==> src/rtl/matrix_pkg.sv <==
// matrix_pkg: shared geometry, types and helpers for the LED matrix scanner.
//   MATRIX_ROWS / MATRIX_COLS : matrix geometry
//   row_t                     : row index type
//   scan_state_e              : scan FSM states
package matrix_pkg;

    localparam int unsigned MATRIX_ROWS = 8;
    localparam int unsigned MATRIX_COLS = 8;

    typedef logic [2:0] row_t;

    typedef enum logic [0:0] {
        SCAN  = 1'b0,
        BLANK = 1'b1
    } scan_state_e;

    function automatic int unsigned max_u(input int unsigned a, input int unsigned b);
        return (a > b) ? a : b;
    endfunction

endpackage

==> src/rtl/scan_timer.sv <==
// scan_timer: phase cycle counter for the matrix scanner.
// Counts 0..i_last, then wraps to 0; o_tc flags the final cycle of a phase.
// Ports:
//   clk    : clock
//   rst    : synchronous active-high reset (clears the count)
//   i_last : terminal count (phase length - 1), may change per phase
//   o_cnt  : current count
//   o_tc   : high on the last cycle of the phase
module scan_timer #(
    parameter int unsigned W = 2
) (
    input  logic         clk,
    input  logic         rst,
    input  logic [W-1:0] i_last,
    output logic [W-1:0] o_cnt,
    output logic         o_tc
);

    logic [W-1:0] r_cnt;

    assign o_cnt = r_cnt;
    assign o_tc  = (r_cnt == i_last);

    always_ff @(posedge clk) begin
        if (rst) begin
            r_cnt <= '0;
        end else if (o_tc) begin
            r_cnt <= '0;
        end else begin
            r_cnt <= r_cnt + W'(1);
        end
    end

endmodule

==> src/rtl/matrix_scan.sv <==
// matrix_scan: double-buffered 8x8 LED matrix row scanner.
// The CPU writes rows into a back buffer; the front buffer is shown by row
// scanning and is replaced by the back buffer only at a frame boundary.
// Optional macro MATRIX_SCAN_BLANK_EN inserts a dark BLANK phase after each row.
// Ports:
//   clk, rst    : clock, synchronous active-high reset
//   wr_en       : write strobe, wr_addr/wr_data go to back[wr_addr]
//   swap_req    : request front <= back at the next frame boundary
//   swap_ack    : pulse on the first cycle the new frame is shown
//   frame_start : pulse on the first cycle of row 0
//   row         : active-low one-hot row select (FF = dark)
//   col         : column data for the selected row
//   low         : constant 0
module matrix_scan
    import matrix_pkg::*;
#(
    parameter int unsigned ROW_CYCLES   = 8192,
    parameter int unsigned BLANK_CYCLES = 64
) (
    input  logic       clk,
    input  logic       rst,
    input  logic       wr_en,
    input  logic [2:0] wr_addr,
    input  logic [7:0] wr_data,
    input  logic       swap_req,
    output logic       swap_ack,
    output logic       frame_start,
    output logic [7:0] row,
    output logic [7:0] col,
    output logic       low
);

    localparam int unsigned CNT_W = $clog2(max_u(ROW_CYCLES, BLANK_CYCLES));
    localparam logic [CNT_W-1:0] ROW_LAST = CNT_W'(ROW_CYCLES - 1);
`ifdef MATRIX_SCAN_BLANK_EN
    localparam logic [CNT_W-1:0] BLANK_LAST = CNT_W'(BLANK_CYCLES - 1);
`endif

    logic [MATRIX_COLS-1:0] r_back  [MATRIX_ROWS];
    logic [MATRIX_COLS-1:0] r_front [MATRIX_ROWS];
    logic                   r_pending;
    logic                   r_ack_pend;
    scan_state_e            r_state;
    scan_state_e            w_state_d;
    row_t                   r_idx;
    row_t                   w_idx_d;

    logic [CNT_W-1:0]       w_last;
    logic [CNT_W-1:0]       w_cnt;
    logic                   w_tc;
    logic                   w_boundary;
    logic                   w_swap;

    logic [7:0]             w_row;
    logic [7:0]             w_col;
    logic                   w_fs;

    logic [7:0]             r_row;
    logic [7:0]             r_col;
    logic                   r_frame_start;
    logic                   r_swap_ack;

    scan_timer #(
        .W (CNT_W)
    ) u_timer (
        .clk    (clk),
        .rst    (rst),
        .i_last (w_last),
        .o_cnt  (w_cnt),
        .o_tc   (w_tc)
    );

    // Next-state: phase sequencing and frame boundary detection.
    always_comb begin
        w_state_d  = r_state;
        w_idx_d    = r_idx;
        w_last     = ROW_LAST;
        w_boundary = 1'b0;
`ifdef MATRIX_SCAN_BLANK_EN
        case (r_state)
            SCAN: begin
                w_last = ROW_LAST;
                if (w_tc) begin
                    w_state_d = BLANK;
                end
            end
            BLANK: begin
                w_last = BLANK_LAST;
                if (w_tc) begin
                    w_state_d  = SCAN;
                    w_idx_d    = r_idx + row_t'(1);
                    w_boundary = (r_idx == row_t'(MATRIX_ROWS - 1));
                end
            end
            default: begin
                w_state_d = SCAN;
            end
        endcase
`else
        w_state_d = SCAN;
        if (w_tc) begin
            w_idx_d    = r_idx + row_t'(1);
            w_boundary = (r_idx == row_t'(MATRIX_ROWS - 1));
        end
`endif
    end

    assign w_swap = w_boundary & (r_pending | swap_req);

    // Output decode of the current phase; registered below so the pins show
    // the phase the state machine is in at each edge.
    always_comb begin
        w_row = 8'hFF;
        w_col = 8'h00;
        w_fs  = 1'b0;
        if (r_state == SCAN) begin
            w_row = ~(8'b1 << r_idx);
            w_col = r_front[r_idx];
            w_fs  = (r_idx == '0) && (w_cnt == '0);
        end
    end

    always_ff @(posedge clk) begin
        if (rst) begin
            r_state       <= SCAN;
            r_idx         <= '0;
            r_pending     <= 1'b0;
            r_ack_pend    <= 1'b0;
            r_row         <= 8'hFF;
            r_col         <= 8'h00;
            r_frame_start <= 1'b0;
            r_swap_ack    <= 1'b0;
            for (int i = 0; i < MATRIX_ROWS; i++) begin
                r_back[i]  <= '0;
                r_front[i] <= '0;
            end
        end else begin
            r_state <= w_state_d;
            r_idx   <= w_idx_d;
            if (wr_en) begin
                r_back[wr_addr] <= wr_data;
            end
            // Non-blocking copy takes back as it was before any same-cycle write.
            if (w_swap) begin
                for (int i = 0; i < MATRIX_ROWS; i++) begin
                    r_front[i] <= r_back[i];
                end
            end
            r_pending     <= w_boundary ? 1'b0 : (r_pending | swap_req);
            // Ack is held one cycle so it lines up with the next frame_start.
            r_ack_pend    <= w_swap;
            r_swap_ack    <= r_ack_pend;
            r_row         <= w_row;
            r_col         <= w_col;
            r_frame_start <= w_fs;
        end
    end

    assign row         = r_row;
    assign col         = r_col;
    assign frame_start = r_frame_start;
    assign swap_ack    = r_swap_ack;
    assign low         = 1'b0;

endmodule

==> config.mk <==
export PLATFORM = sky130hd
export DESIGN_NAME = matrix_scan
export DESIGN_NICKNAME = d
export VERILOG_FILES = /design/src/rtl/matrix_pkg.sv /design/src/rtl/scan_timer.sv /design/src/rtl/matrix_scan.sv
export SDC_FILE = /design/constraint.sdc
export NUM_CORES = 1
export LEC_CHECK = 0
export BUFFER_PORTS_ARGS = -buffer_cell sky130_fd_sc_hd__buf_2
export CAP_MARGIN = 20
export CORE_MARGIN = 8
export CORE_UTILIZATION = 30
export CTS_BUF_LIST = sky130_fd_sc_hd__clkbuf_2 sky130_fd_sc_hd__clkbuf_4 sky130_fd_sc_hd__clkbuf_8
export CTS_CLUSTER_SIZE = 25
export DETAILED_ROUTE_END_ITERATION = 7
export SLEW_MARGIN = 20
export SYNTH_ARGS = -nofsm -noshare
export SYNTH_HDL_FRONTEND = slang
export SYNTH_SLANG_ARGS = --single-unit
==> constraint.sdc <==
create_clock -name clk -period 12.9 [get_ports clk]
set_input_delay 1.935 -clock clk [delete_from_list [all_inputs] [get_ports clk]]
set_output_delay 1.935 -clock clk [all_outputs]
set_load 0.02 [all_outputs]
==> qor.txt <==
Vias per cell: 4.33
Sink Count: 164
PD cells: 136 mW/mm^2
Seq/Total Area, Yosys: 0.690
Pin count of the biggest net entering global routing: 65
RSZ-0062 raised after global routing: false
Initial antenna violation count: 0
Reg2reg start: r_idx[1]$_SDFFE_PP0P_
Die area: 0.0271 mm^2
Ratio of cells with drive above 1 in the final layout: 0.190
Final GP Congestion: 0.783
LEAKAGE: 2.68 nW
Post-synth EDFFs: 128
Syn_nets: 481
Crit path kind: in -> reg
Synth Register Bits: 164
R2R setup slack: 10090 ps
Drt pass-1 iters: 5
Most common cell after layout, fill and taps aside: edfxtp_1
Most frequent cells in the layout: edfxtp_1, and2_1, dfxtp_1, buf_2, nand2_1
CTS Hold Bufs: 0
Ys Warns: 0
Slew Limit Headroom: 0.337
Crit Path Max Fanout: 48
Cell taking the most area after synthesis: edfxtp_1
Synthesized area: 0.00662 mm^2
Via count: 3402
Antenna Cells: 0
# IOs: 34
Clk buf depth: 2
All-Layer GR Usage: 0.0970
Dpl hpwl: 8.81 mm
Routed len/inst: 16.1 um
Utilization after layout: 0.344
Critical path origin: rst
Die X: 165 um
Tmin final: 3510 ps
Post-CTS Setup Inserts: 0
Asr flop ratio synth: 0
Row count: 54
Final Setup Violations: 0
Main area contributors after synthesis: edfxtp_1, dfxtp_1, and2_1
Mapped Cells: 458
Clock Latency Late Sink: 450 ps
Setup crit end: r_back[0][0]$_SDFFCE_PN0P_
Filler Cell Count: 2119
Worst-case reg-to-reg path depth: 5
Area Growth Syn to Fin: 13.0%
Final Hold Fails: 0
Port bufs: 32
Antenna Violating Nets Remaining: 0
Fin. max-slew vios: 0
# DRC: 0
Clk pin slew, worst setup/hold paths: 80 ps
CP Data Required Time: 13040 ps
Root Driver: clkbuf_8
Overflow after GRT: 0
Crit path launch type: input pin
Synth Flop Type: edfxtp_1
MaxCap Viol Count: 0
CTS Buf Count: 17
Routed wire length: 12.6 mm
CTS H-tree depth: 4
Fin crit share: 0.272
Post-CTS resize count: 0
Initial Util: 0.304
Worst setup EP type: register
Worst R2R End: r_front[7][4]$_SDFFCE_PP0P_
Drt initial violations: 333
Peak VDD IR: 0.0530 mV
Outcome: complete, no violations
FMAX: 285 MHz
Synth cell types: 35
CP Data Arrival Time: 3660 ps
Die Ht: 165 um
Hold Crit Class: reg -> reg
Mapped Avg Cell Area: 14.4 um^2
Core area: 0.0218 mm^2
CTS tree: done
Vias in the first global route: 3515
Total negative slack: 0 ps
Nets: 518
Worst-margin pin slew: 993 ps
Synth top area share: 0.581
First-pass GRT wire length: 19.7 mm
Clock Skew: 10.2 ps
cell type report:
class | count | area, um^2 | area share
Tap cell | 280 | 350 | 0.0468
Clock buffer | 18 | 241 | 0.0323
Inverter | 6 | 22.5 | 0.00301
Multi-Input combinational cell | 270 | 1950 | 0.261
Sequential cell | 164 | 4560 | 0.610
Clock inverter | 12 | 156 | 0.0209
Timing Repair Buffer | 36 | 190 | 0.0254
report_power, final:
part / switching, mW / internal [mW]
Clock: 0.184 / 0.192
Sequential: 0.00859 / 0.592
Combinational: 0.0245 / 0.0122
Total: 0.217 / 0.797
worst min path at each step:
stage | cells past startpoint | startpoint | to
final | 1 | r_ack_pend$_SDFF_PP0_ | swap_ack$_SDFF_PP0_
after CTS | 1 | r_ack_pend$_SDFF_PP0_ | swap_ack$_SDFF_PP0_
after detailed placement | 1 | r_ack_pend$_SDFF_PP0_ | swap_ack$_SDFF_PP0_
after global routing | 1 | r_ack_pend$_SDFF_PP0_ | swap_ack$_SDFF_PP0_
after global placement | 1 | r_ack_pend$_SDFF_PP0_ | swap_ack$_SDFF_PP0_
after floorplan | 1 | r_ack_pend$_SDFF_PP0_ | swap_ack$_SDFF_PP0_
cells by family after synthesis:
logic type	Yosys count	synth area share
AOI/OAI and AO/OA	10	0.00832
xor gates and xnor gates	12	0.0159
other	1	0.000567
adders and majority gates	8	0.0151
DFF	164	0.690
muxes	18	0.0575
buffers and inverters	24	0.0166
and+or+nand+nor	221	0.196
registers in the layout, summed over array words and instances (netlist names):
register	flops
frame_start	1
col	8
r_pending	1
swap_ack	1
r_back	64
row	8
u_timer.o_cnt	13
r_ack_pend	1
r_front	64
r_idx	3
critical path: stages:
cell and delay [ps]:
buf_2 90, buf_4 260, or3b_2 550, nor3_1 490, or2_2 320
Yosys cell counts, types with 8 or more instances:
cell	instances
nor2b_1	18
nand2_1	30
edfxtp_1	128
or2_2	9
ha_1	8
dfxtp_1	36
mux4_2	16
clkbuf_1	9
a21oi_1	8
nor2_1	25
and2_1	113
per-layer routing:
metal / track usage / vias up / share of wire
met1: 0.132 / 1652 / 0.48
met3: 0.0262 / 7 / 0.054
met2: 0.146 / 80 / 0.45
met5: 0 / - / 0
met4: 0.0348 / 0 / 0.012
li1: - / 1663 / -
metrics by stage:
stage | setup slack [ps] | cell area (um^2) | total power, mW | std cells | hold WS, ps
after floorplan | 7390 | 6620 | 0.632 | 458 | 414
after global placement | 9030 | 7080 | 0.649 | 756 | 448
after detailed placement | 8910 | 7080 | 0.651 | 756 | 420
after CTS | 9410 | 7480 | 1.02 | 786 | 466
after global routing | 9220 | 7480 | 1.05 | 786 | 473
final | 9390 | 7480 | 1.01 | 786 | 458
Note: power is estimated with default switching activity, not from simulation.
